`src/rtl/router_rd_ctrl.sv`:
```
// router_rd_ctrl: output-port read controller for the router.
// Pops the port FIFO into a registered output stage and parses
// header/payload/parity framing. It checks parity and times out stalls.
// Optional feature macro: ROUTER_RD_PARITY_CHK_EN enables the running
//   XOR and parity_err. When it is undefined, parity_err is tied to 0.
// Ports:
//   clock       rising-edge clock
//   reset       synchronous active-high reset
//   fifo_empty  port FIFO holds no bytes
//   fifo_dout   FIFO head byte (show-ahead)
//   read_enb    destination accepts data_out this cycle
//   fifo_rd_en  combinational pop of the FIFO head
//   data_out    registered byte to the destination
//   vld_out     data_out is valid
//   soft_reset  one-cycle pulse on stall timeout
//   pkt_done    pulse when the parity byte is consumed
//   parity_err  pulse with pkt_done on parity mismatch
//   busy        packet in progress
module router_rd_ctrl #(
  parameter int TIMEOUT_CYCLES = 30
) (
  input  logic       clock,
  input  logic       reset,
  input  logic       fifo_empty,
  input  logic [7:0] fifo_dout,
  input  logic       read_enb,
  output logic       fifo_rd_en,
  output logic [7:0] data_out,
  output logic       vld_out,
  output logic       soft_reset,
  output logic       pkt_done,
  output logic       parity_err,
  output logic       busy
);

  localparam logic [1:0] HDR = 2'd0;
  localparam logic [1:0] PLD = 2'd1;
  localparam logic [1:0] PAR = 2'd2;

  // timeout fires on the stall cycle that brings the count to the limit
  localparam logic [5:0] STALL_LIM =
    6'(TIMEOUT_CYCLES - 1);

  logic [1:0] state;
  logic [1:0] state_nx;
  logic [5:0] rem;
  logic [5:0] rem_nx;
  logic [5:0] stall_cnt;
  logic       last_q;

  logic st_hdr;
  logic st_pld;
  logic st_par;
  logic stall;
  logic timeout;
  logic load;
  logic consume;

  assign st_hdr = (state == HDR);
  assign st_pld = (state == PLD);
  assign st_par = (state == PAR);

  assign stall   = vld_out & ~read_enb;
  assign timeout = stall & (stall_cnt == STALL_LIM)
                 & ~reset;

  assign load = ~fifo_empty
              & (~vld_out | read_enb)
              & ~timeout
              & ~reset;

  // a timeout cycle is always a stall cycle, so it never consumes
  assign consume = vld_out & read_enb & ~reset;

  assign fifo_rd_en = load;
  assign soft_reset = timeout;
  assign pkt_done   = consume & last_q;
  assign busy       = ~st_hdr | vld_out;

  // state tracks the role of the next byte to be loaded
  always_comb begin
    state_nx = state;
    rem_nx   = rem;
    if (load) begin
      unique case (1'b1)
        st_hdr: begin
          rem_nx   = fifo_dout[7:2];
          state_nx = (fifo_dout[7:2] == 6'd0)
                   ? PAR : PLD;
        end
        st_pld: begin
          rem_nx = rem - 6'd1;
          if (rem == 6'd1)
            state_nx = PAR;
        end
        st_par: begin
          state_nx = HDR;
        end
        default: begin
          state_nx = HDR;
        end
      endcase
    end
  end

  always_ff @(posedge clock) begin
    if (reset) begin
      state     <= HDR;
      rem       <= 6'd0;
      stall_cnt <= 6'd0;
      vld_out   <= 1'b0;
      data_out  <= 8'h00;
      last_q    <= 1'b0;
    end else if (timeout) begin
      state     <= HDR;
      rem       <= 6'd0;
      stall_cnt <= 6'd0;
      vld_out   <= 1'b0;
      last_q    <= 1'b0;
    end else begin
      state     <= state_nx;
      rem       <= rem_nx;
      stall_cnt <= stall ? stall_cnt + 6'd1
                         : 6'd0;
      if (load) begin
        data_out <= fifo_dout;
        vld_out  <= 1'b1;
        last_q   <= st_par;
      end else if (consume) begin
        vld_out <= 1'b0;
        last_q  <= 1'b0;
      end
    end
  end

`ifdef ROUTER_RD_PARITY_CHK_EN
  logic [7:0] xor_q;

  // header load restarts the sum; parity byte is not folded in
  always_ff @(posedge clock) begin
    if (reset || timeout) begin
      xor_q <= 8'h00;
    end else if (load && st_hdr) begin
      xor_q <= fifo_dout;
    end else if (load && st_pld) begin
      xor_q <= xor_q ^ fifo_dout;
    end
  end

  // the last-byte register holds the parity byte here
  assign parity_err = pkt_done
                    & (xor_q != data_out);
`else
  assign parity_err = 1'b0;
`endif

endmodule

```
`config.mk`:
```
export PLATFORM = sky130hd
export DESIGN_NAME = router_rd_ctrl
export DESIGN_NICKNAME = d
export VERILOG_FILES = /design/src/rtl/router_rd_ctrl.sv
export SDC_FILE = /design/constraint.sdc
export NUM_CORES = 1
export LEC_CHECK = 0
export CAP_MARGIN = 20
export CORE_UTILIZATION = 55
export DETAILED_ROUTE_END_ITERATION = 8
export DONT_BUFFER_PORTS = 1
export GPL_ROUTABILITY_DRIVEN = 1
export MAX_ROUTING_LAYER = met4
export PLACE_DENSITY = 0.68
export SKIP_CTS_REPAIR_TIMING = 1
export SYNTH_ARGS = -nofsm -noshare
export SYNTH_HDL_FRONTEND = slang
export SYNTH_SLANG_ARGS = --single-unit
```
`constraint.sdc`:
```
create_clock -name clock -period 1.5 [get_ports clock]
set_input_delay 0.3 -clock clock [delete_from_list [all_inputs] [get_ports clock]]
set_output_delay 0.3 -clock clock [all_outputs]
set_load 0.01 [all_outputs]
```
; Yosys cells after proc, flatten, opt, wreduce, memory -nomap -nowiden
; Index checks and enable logic that the tools add are counted.
; Widths: inputs -> output; s select.
[word_totals]
reg_bits = 24
inputBits = 12
output_inout_bits = 14
wordCells = 47
[classes]
addsub = 2
eq_ne = 5
n_mux = 7
bitwise = 18
n_reduce_logical = 9
[ops]
columns = op, count
row1 = $pmux 6 s2, 1
row2 = $and 1x1->1, 9
row3 = $not 1->1, 7
row4 = $add 6x1->6 const B, 1
row5 = $eq 6x1->1 const B, 1
row6 = $eq 6x5->1 const B, 1
row7 = $logic_not 6->1, 1
row8 = $reduce_and 2->1, 3
row9 = $sub 6x1->6 const B, 1
row10 = $mux 2, 2
row11 = $pmux 2 s2, 1
row12 = $reduce_bool 2->1, 2
row13 = $mux 1, 3
row14 = $reduce_or 3->1, 1
row15 = $eq 2x1->1 const B, 1
row16 = $eq 2x2->1 const B, 1
row17 = $logic_not 2->1, 1
row18 = $ne 2x1->1 const B, 1
row19 = $or 1x1->1, 2
row20 = $reduce_or 2->1, 1

; Depth between registers and ports, before layout
; Gate-level depths: netlist of the first run.
[depth]
ltp_word = 8
ltp_mapped = 7
ltp_nobuf = 6

; Least setup slack after synthesis of the first run
; No wires, ideal clock.
[synth_path]
kind = register -> output
startpoint = register vld_out
endpoint = output port soft_reset
arrival_time_ns = 0.945
required_ns = 1.200
path_slack_ns = 0.255
stages_incl_launch_ff = 3
n_path_buf = 0
cell_sequence = dfxtp_1 > nand2b_2 > nor4_1
[synth_between]
elab_chain_len = 3
[synth_lines]
columns = item, line
row1 = from (decl), 29  ; output logic vld_out,
row2 = from (signal assigned), 111  ; vld_out <= 1'b0;
row3 = from (signal assigned), 118  ; vld_out <= 1'b0;
row4 = from (signal assigned), 127  ; vld_out <= 1'b1;
row5 = $and 1x1->1, 63  ; assign stall = vld_out & ~read_enb;
row6 = $and 1x1->1, 64  ; assign timeout = stall & (stall_cnt == STALL_LIM)
row7 = $and 1x1->1, 65  ; & ~reset;
row8 = to (decl), 30  ; output logic soft_reset,
; Every way passes these cells.

; Worst setup path after layout of the first run
[layout_path]
startpoint = register stall_cnt[1]
endpoint = output port soft_reset
[layout_between]
elab_chain_len = 3
[layout_lines]
columns = item, line
row1 = from (decl), 48  ; logic [5:0] stall_cnt;
row2 = from (signal assigned), 123  ; stall_cnt <= stall ? stall_cnt + 6'd1
row3 = $eq 6x5->1, 64
row4 = $and 1x1->1, 64
row5 = $and 1x1->1, 65
; Every way passes these cells.

==> implementation parameters, run 1 <==
Parameter                              Value

Run status
  Status ... complete, but fails checks
  Violations in the final reports ... negative setup slack

Route
  Routed wirelength normalized by instance count ... 14.2 um
  1st-iter DRT viols ... 42
  Avg Vias per Cell ... 5.79
  Total vias in the final route ... 1,007
  Number of iterations in the first detailed-routing pass ... 4
  Final WL ... 2480 um
  Remaining DRCs ... 0
  Antenna-violating nets left ... 0

Placed design
  Gpl congestion ... 0.761
  HPWL reported at the end of detailed placement ... 1800 um
  Post-Place Cells ... 169
  Quantity of I/O buffers inserted on ports ... 0

Floorplanning
  Y dimension of the die ... 48.1 um
  Initial Utilization ... 0.590
  I/O Pins ... 26
  Area of the core ... 0.00198 sq mm
  Width of the die ... 48.1 um
  Number of placement rows ... 16
  Die area ... 0.00231 sq mm

Final layout
  Count of nets after finishing ... 164
  Share of the core filled with cells ... 0.646
  Most common library cell in the layout ignoring fill and taps ... nand2_1
  Number of antenna repair diodes ... 0
  Post-layout instance count excluding filler cells ... 174
  Top library cells by usage in the layout, fill and taps aside ... nand2_1 (22), dfxtp_1 (20), nor2_1 (14)
  Area growth from synthesis to layout ... 9.53%
  Layout cells sized above 1 ... 0.150

Worst setup path
  Data arrival time of the worst path ... 1310 ps
  Critical path type ... register to output pin
  Required time at the endpoint of the critical path ... 1200 ps
  Type of element launching the critical path ... register
  Kind of end point of the critical path ... output pin
  Crit-path max FO ... 3
  Worst path max stage delay ... 350 ps
  Cell-by-cell trace of the critical path ... inv_1, ha_1, nand4_1, nor4_2, buf_4
  Library cell contributing the largest single delay on the critical path ... dfxtp_2

Synthesis
  Yosys warns ... 0
  Number of synthesized register bits ... 24
  Synthesized netlist net count ... 161
  Number of distinct library cells after synthesis ... 36
  Gate count after technology mapping ... 145
  Summed instance area of the synthesized netlist ... 0.00117 sq mm
  Sequential cell area fraction in the yosys report ... 0.411
  Syn avg cell area ... 8.06 sq um

Global route
  Number of global-route vias before repair ... 879
  Pin count of the biggest net entering global routing ... 15
  Initial antenna violation count ... 0
  Overflow left after global routing ... 0
  First-pass GRT wire length ... 3710 um
  GRT Overall Usage ... 0.243

CTS
  Clock insertion delay at the later pin of the skew report ... 320 ps
  Clk buf depth ... 2
  Clock-pin slew on the worst setup and hold paths ... 130 ps
  CTS tree ... yes
  Level count of the clock H-tree ... 1
  Library cell used as clock root buffer ... clkbuf_4
  Total number of clock tree sinks ... 24
  CTS buffer count ... 3

Hold path
  Worst Hold Class ... input pin to register

Timing
  Layout Skew ... 2.19 ps
  Final worst path period share ... 1.07
  Fin crit period ... 1610 ps
  Final max-slew violation count ... 0
  Setup repair after global routing missed its margin ... true
  Setup TNS ... -108 ps
  Final hold viol count ... 0
  Upper clock frequency limit ... 622 MHz
  Final setup violation count ... 1
  Final worst-path setup slack ... -108 ps

Pwr
  P_leak ... 0.495 nW
  Worst ir drop on vdd ... 0.663 mV
  Pwr dens ... 1040 mW/mm^2

Flow run
  Maximum capacitance violations ... 0
==> report_power, final <==
part	internal, mW	leakage, nW	switching, mW
Combinational	0.0695	0.269	0.0914
Sequential	0.671	0.198	0.0349
Clock	0.270	0.0279	0.200
Total	1.01	0.495	0.326
==> through the flow <==
stage / area [sq um] / hold WS [ps] / power [mW] / setup WS [ps]
finish: 1280 / 72.3 / 1.34 / -108
global route: 1280 / 59.7 / 1.39 / -257
CTS: 1250 / 69.8 / 1.34 / -150
detailed placement: 1190 / 406 / 0.870 / 145
global placement: 1190 / 401 / 0.863 / 214
floorplan: 1170 / 399 / 0.839 / 255
==> logic make-up (layout without fill, tap and decap cells) <==
| logic type | count (synthesis) | count (layout) | synth area share |
|---|---|---|---|
| compound gates | 26 | 26 | 0.143 |
| xor+xnor | 4 | 4 | 0.0300 |
| fa+ha+maj | 4 | 4 | 0.0428 |
| buf+inv | 15 | 17 | 0.0589 |
| flops | 24 | 24 | 0.411 |
| other cells | 1 | 1 | 0.00321 |
| simple gates | 71 | 71 | 0.310 |
==> layout make-up <==
class / instances / area, sq um
sequential: 24 / 485
clock buffer: 3 / 22.5
inverter: 8 / 32.5
fill: 159 / 702
clock inverter: 1 / 30.0
tap: 27 / 33.8
multi-input combinational: 106 / 634
timing repair buffer: 5 / 41.3
==> cells in the mapped netlist <==
master / n / area, sq um
ha_1: 4 / 50.1
nand4_1: 1 / 6.26
nand3_1: 4 / 20.0
nor3_1: 2 / 10.0
clkbuf_1: 1 / 3.75
o21ai_0: 6 / 30.0
nand3b_1: 9 / 67.6
buf_2: 4 / 20.0
a21boi_0: 1 / 7.51
dfxtp_1: 24 / 480
a31oi_1: 1 / 6.26
o22ai_1: 2 / 12.5
a21oi_1: 8 / 40.0
inv_2: 1 / 3.75
o21ai_2: 1 / 8.76
o31a_1: 1 / 8.76
o32ai_1: 1 / 8.76
conb_1: 1 / 3.75
xor2_1: 2 / 17.5
nor4_1: 2 / 12.5
or3_1: 3 / 18.8
a211oi_1: 2 / 15.0
nand2_1: 22 / 82.6
a21o_1: 1 / 7.51
nor2b_1: 4 / 25.0
buf_4: 2 / 15.0
nand2b_2: 1 / 8.76
o211ai_1: 1 / 7.51
inv_1: 7 / 26.3
nor2_1: 15 / 56.3
and3_1: 4 / 25.0
nand2b_1: 2 / 12.5
xnor2_1: 2 / 17.5
nor3_2: 1 / 10.0
a221oi_2: 1 / 15.0
and2b_1: 1 / 7.51
==> worst max-delay path: cells and delay by family (launching register included) <==
kind                       cells  cell delay (ps)
buffers and inverters          2              210
DFF                            1              350
and+or+nand+nor                2              300
adders and majority gates      1              130
==> worst paths after layout <==
kind | start | endpoint | slack, ps | depth (start not counted)
worst max-delay path | stall_cnt[1] | soft_reset | -110 | 5
worst min-delay path | fifo_dout[3] | data_out[3] | 70 | 2
worst max register to register | stall_cnt[1] | state[1] | 140 | 6
worst min register to register | stall_cnt[0] | stall_cnt[0] | 450 | 1
==> flip-flops by register name, indices dropped and copies added (netlist names) <==
name       cells
data_out       8
last_q         1
stall_cnt      6
state          2
rem            6
vld_out        1
==> layer usage <==
layer,GRT usage,vias to the layer above,wire [um]
met5,-,-,0
met4,0.150,0,49
li1,-,496,-
met3,0.0444,4,152
met2,0.351,32,1170
met1,0.312,475,1110
No activity file was read; power rests on OpenSTA's default activity.
==> run 2: changes to the inputs <==
--- a/config.mk
+++ b/config.mk
@@ -12,6 +12,7 @@
 export GPL_ROUTABILITY_DRIVEN = 1
 export MAX_ROUTING_LAYER = met4
 export PLACE_DENSITY = 0.68
+export RECOVER_POWER = 50
 export SKIP_CTS_REPAIR_TIMING = 1
 export SYNTH_ARGS = -nofsm -noshare
 export SYNTH_HDL_FRONTEND = slang
==> run 2 against run 1 <==
The run still ends with negative setup slack left. Power barely moved. Register-to-register slack barely moved. First-iteration DRC count decreased by 31%. Global-route usage unchanged. Die area stayed put. Largest power group unchanged. Sequential power hardly changed. Via count rose by 0.99%. Worst hold slack lost 1.0 ps. Critical path depth unchanged. Largest cell class unchanged. Non-clock buffer count stayed put. Wire length shrank 0.32%. Combinational power is essentially flat. Highest routed layer unchanged.
==> implementation parameters, run 2 (synthesis results as in run 1) <==
Parameter                              Value

Run status
  Status ... complete, but fails checks
  Violations in the final reports ... negative setup slack

Global route
  First-pass GRT wire length ... 3710 um (unchanged)
  GRT Overall Usage ... 0.243 (unchanged)
  Overflow left after global routing ... 0 (unchanged)
  Met2 Resource Use GR ... 0.351 (unchanged)
  Number of global-route vias before repair ... 879 (unchanged)
  Grt peak-use layer ... met2
  Pin count of the biggest net entering global routing ... 15 (unchanged)
  GR Layer Usage met1 ... 0.312 (unchanged)
  Met3 Resource Use GR ... 0.0444 (unchanged)
  Initial antenna violation count ... 0 (unchanged)

Placed design
  Gpl congestion ... 0.761 (unchanged)
  Post-Place Cells ... 169 (unchanged)
  Quantity of I/O buffers inserted on ports ... 0 (unchanged)
  Setup WS pre-CTS ... 145 ps (unchanged)
  Placement Cell Area ... 0.00119 sq mm (unchanged)
  HPWL reported at the end of detailed placement ... 1800 um (unchanged)

Final layout
  Reg with most FFs ... data_out
  Layout cells sized above 1 ... 0.136 (-0.0136)
  Number of inserted filler cells in the final layout ... 162 (+1.9%)
  Number of flip-flops under the largest register name ... 8 (unchanged)
  Post-route design area ... 0.00127 sq mm (-0.39%)
  Share of the core filled with cells ... 0.643 (-0.00252)
  Area growth from synthesis to layout ... 9.10%
  Number of antenna repair diodes ... 0 (unchanged)
  Biggest regs ... data_out: 8 flops, rem: 6 flops, stall_cnt: 6 flops
  Post-layout instance count excluding filler cells ... 174 (unchanged)
  Count of nets after finishing ... 164 (unchanged)
  Top library cells by usage in the layout, fill and taps aside ... nand2_1 (22), dfxtp_1 (21), nor2_1 (14)
  Most common library cell in the layout ignoring fill and taps ... nand2_1

Floorplanning
  Area of the core ... 0.00198 sq mm (unchanged)
  Y dimension of the die ... 48.1 um (unchanged)
  Initial Utilization ... 0.590 (unchanged)
  Number of placement rows ... 16 (unchanged)
  Width of the die ... 48.1 um (unchanged)
  I/O Pins ... 26 (unchanged)
  Die area ... 0.00231 sq mm (unchanged)

Flow run
  Maximum capacitance violations ... 0 (unchanged)

CTS
  CTS tree ... yes
  Clock insertion delay at the later pin of the skew report ... 320 ps (about the same)
  Library cell used as clock root buffer ... clkbuf_4
  CTS buffer count ... 3 (unchanged)
  Level count of the clock H-tree ... 1 (unchanged)
  Clock-pin slew on the worst setup and hold paths ... 130 ps (about the same)
  Clk buf depth ... 2 (unchanged)
  Total number of clock tree sinks ... 24 (unchanged)

Route
  Antenna-violating nets left ... 0 (unchanged)
  1st-iter DRT viols ... 29 (-31%)
  Final WL ... 2470 um (-0.32%)
  Number of iterations in the first detailed-routing pass ... 4 (unchanged)
  Avg Vias per Cell ... 5.84 (+0.99%)
  Remaining DRCs ... 0 (unchanged)
  Total vias in the final route ... 1,017 (+0.99%)
  Routed wirelength normalized by instance count ... 14.2 um (-0.32%)

Timing
  Final setup violation count ... 1 (unchanged)
  Final worst-path setup slack ... -107 ps (+1.01 ps)
  Final worst path period share ... 1.07 (about the same)
  Fin crit period ... 1610 ps (-1.01 ps)
  Final hold viol count ... 0 (unchanged)
  Final max-slew violation count ... 0 (unchanged)
  Upper clock frequency limit ... 622 MHz (about the same)
  Layout Skew ... 3.01 ps (+0.817 ps)
  Setup TNS ... -107 ps (+1.01 ps)
  Setup repair after global routing missed its margin ... true

Pwr
  Pwr dens ... 1050 mW/mm^2 (+0.30%)
  Worst ir drop on vdd ... 0.662 mV (-0.12%)
  P_leak ... 0.491 nW (-0.73%)

Worst setup path
  Crit-path max FO ... 3 (unchanged)
  Required time at the endpoint of the critical path ... 1200 ps (about the same)
  Data arrival time of the worst path ... 1310 ps (about the same)
  Critical path type ... register to output pin
  Type of element launching the critical path ... register
  Kind of end point of the critical path ... output pin

Hold path
  Worst Hold Class ... input pin to register
-- run 2: cell types whose count changed in the layout (fill, tap and decap cells not counted) --
cell,before,now
buf_4,4,3
dfxtp_1,20,21
clkbuf_1,0,1
dfxtp_2,4,3
-- run 2: per-layer routing --
layer,up-vias,wire (um)
met1,482,1110
li1,497,-
met3,4,165
met2,34,1150
met5,-,0
met4,0,49
-- run 2: final timing paths --
check,startpoint,end,slack [ps],cells past startpoint
min reg2reg,stall_cnt[0],stall_cnt[0],450,1
max,stall_cnt[1],soft_reset,-110,5
max reg2reg,stall_cnt[1],state[1],140,6
min,fifo_dout[3],data_out[3],70,2
-- run 2: critical path, stage by stage (launching register included) --
cell and delay, ps:
dfxtp_2 350, inv_1 50, ha_1 130, nand4_1 130
nor4_2 170, buf_4 160
-- run 2: layout make-up --
type                       instances  area (sq um)  share of cell area
clock buffer                       3          22.5              0.0177
clock inverter                     1          30.0              0.0236
tap                               27          33.8              0.0265
inverter                           8          32.5              0.0255
timing repair buffer               5          37.5              0.0294
multi-input combinational        106           634               0.498
sequential                        24           484               0.380
-- run 2: through the flow --
stage	total power, mW	hold WS [ps]
final	1.34	71.3
after floorplan	0.839	399
after CTS	1.34	69.8
after detailed placement	0.870	406
after global placement	0.863	401
after global routing	1.39	59.7
-- run 2: where the power goes --
| group | switching, mW | internal [mW] |
|---|---|---|
| logic | 0.0918 | 0.0682 |
| registers | 0.0349 | 0.671 |
| clock network | 0.200 | 0.270 |
| total | 0.327 | 1.01 |
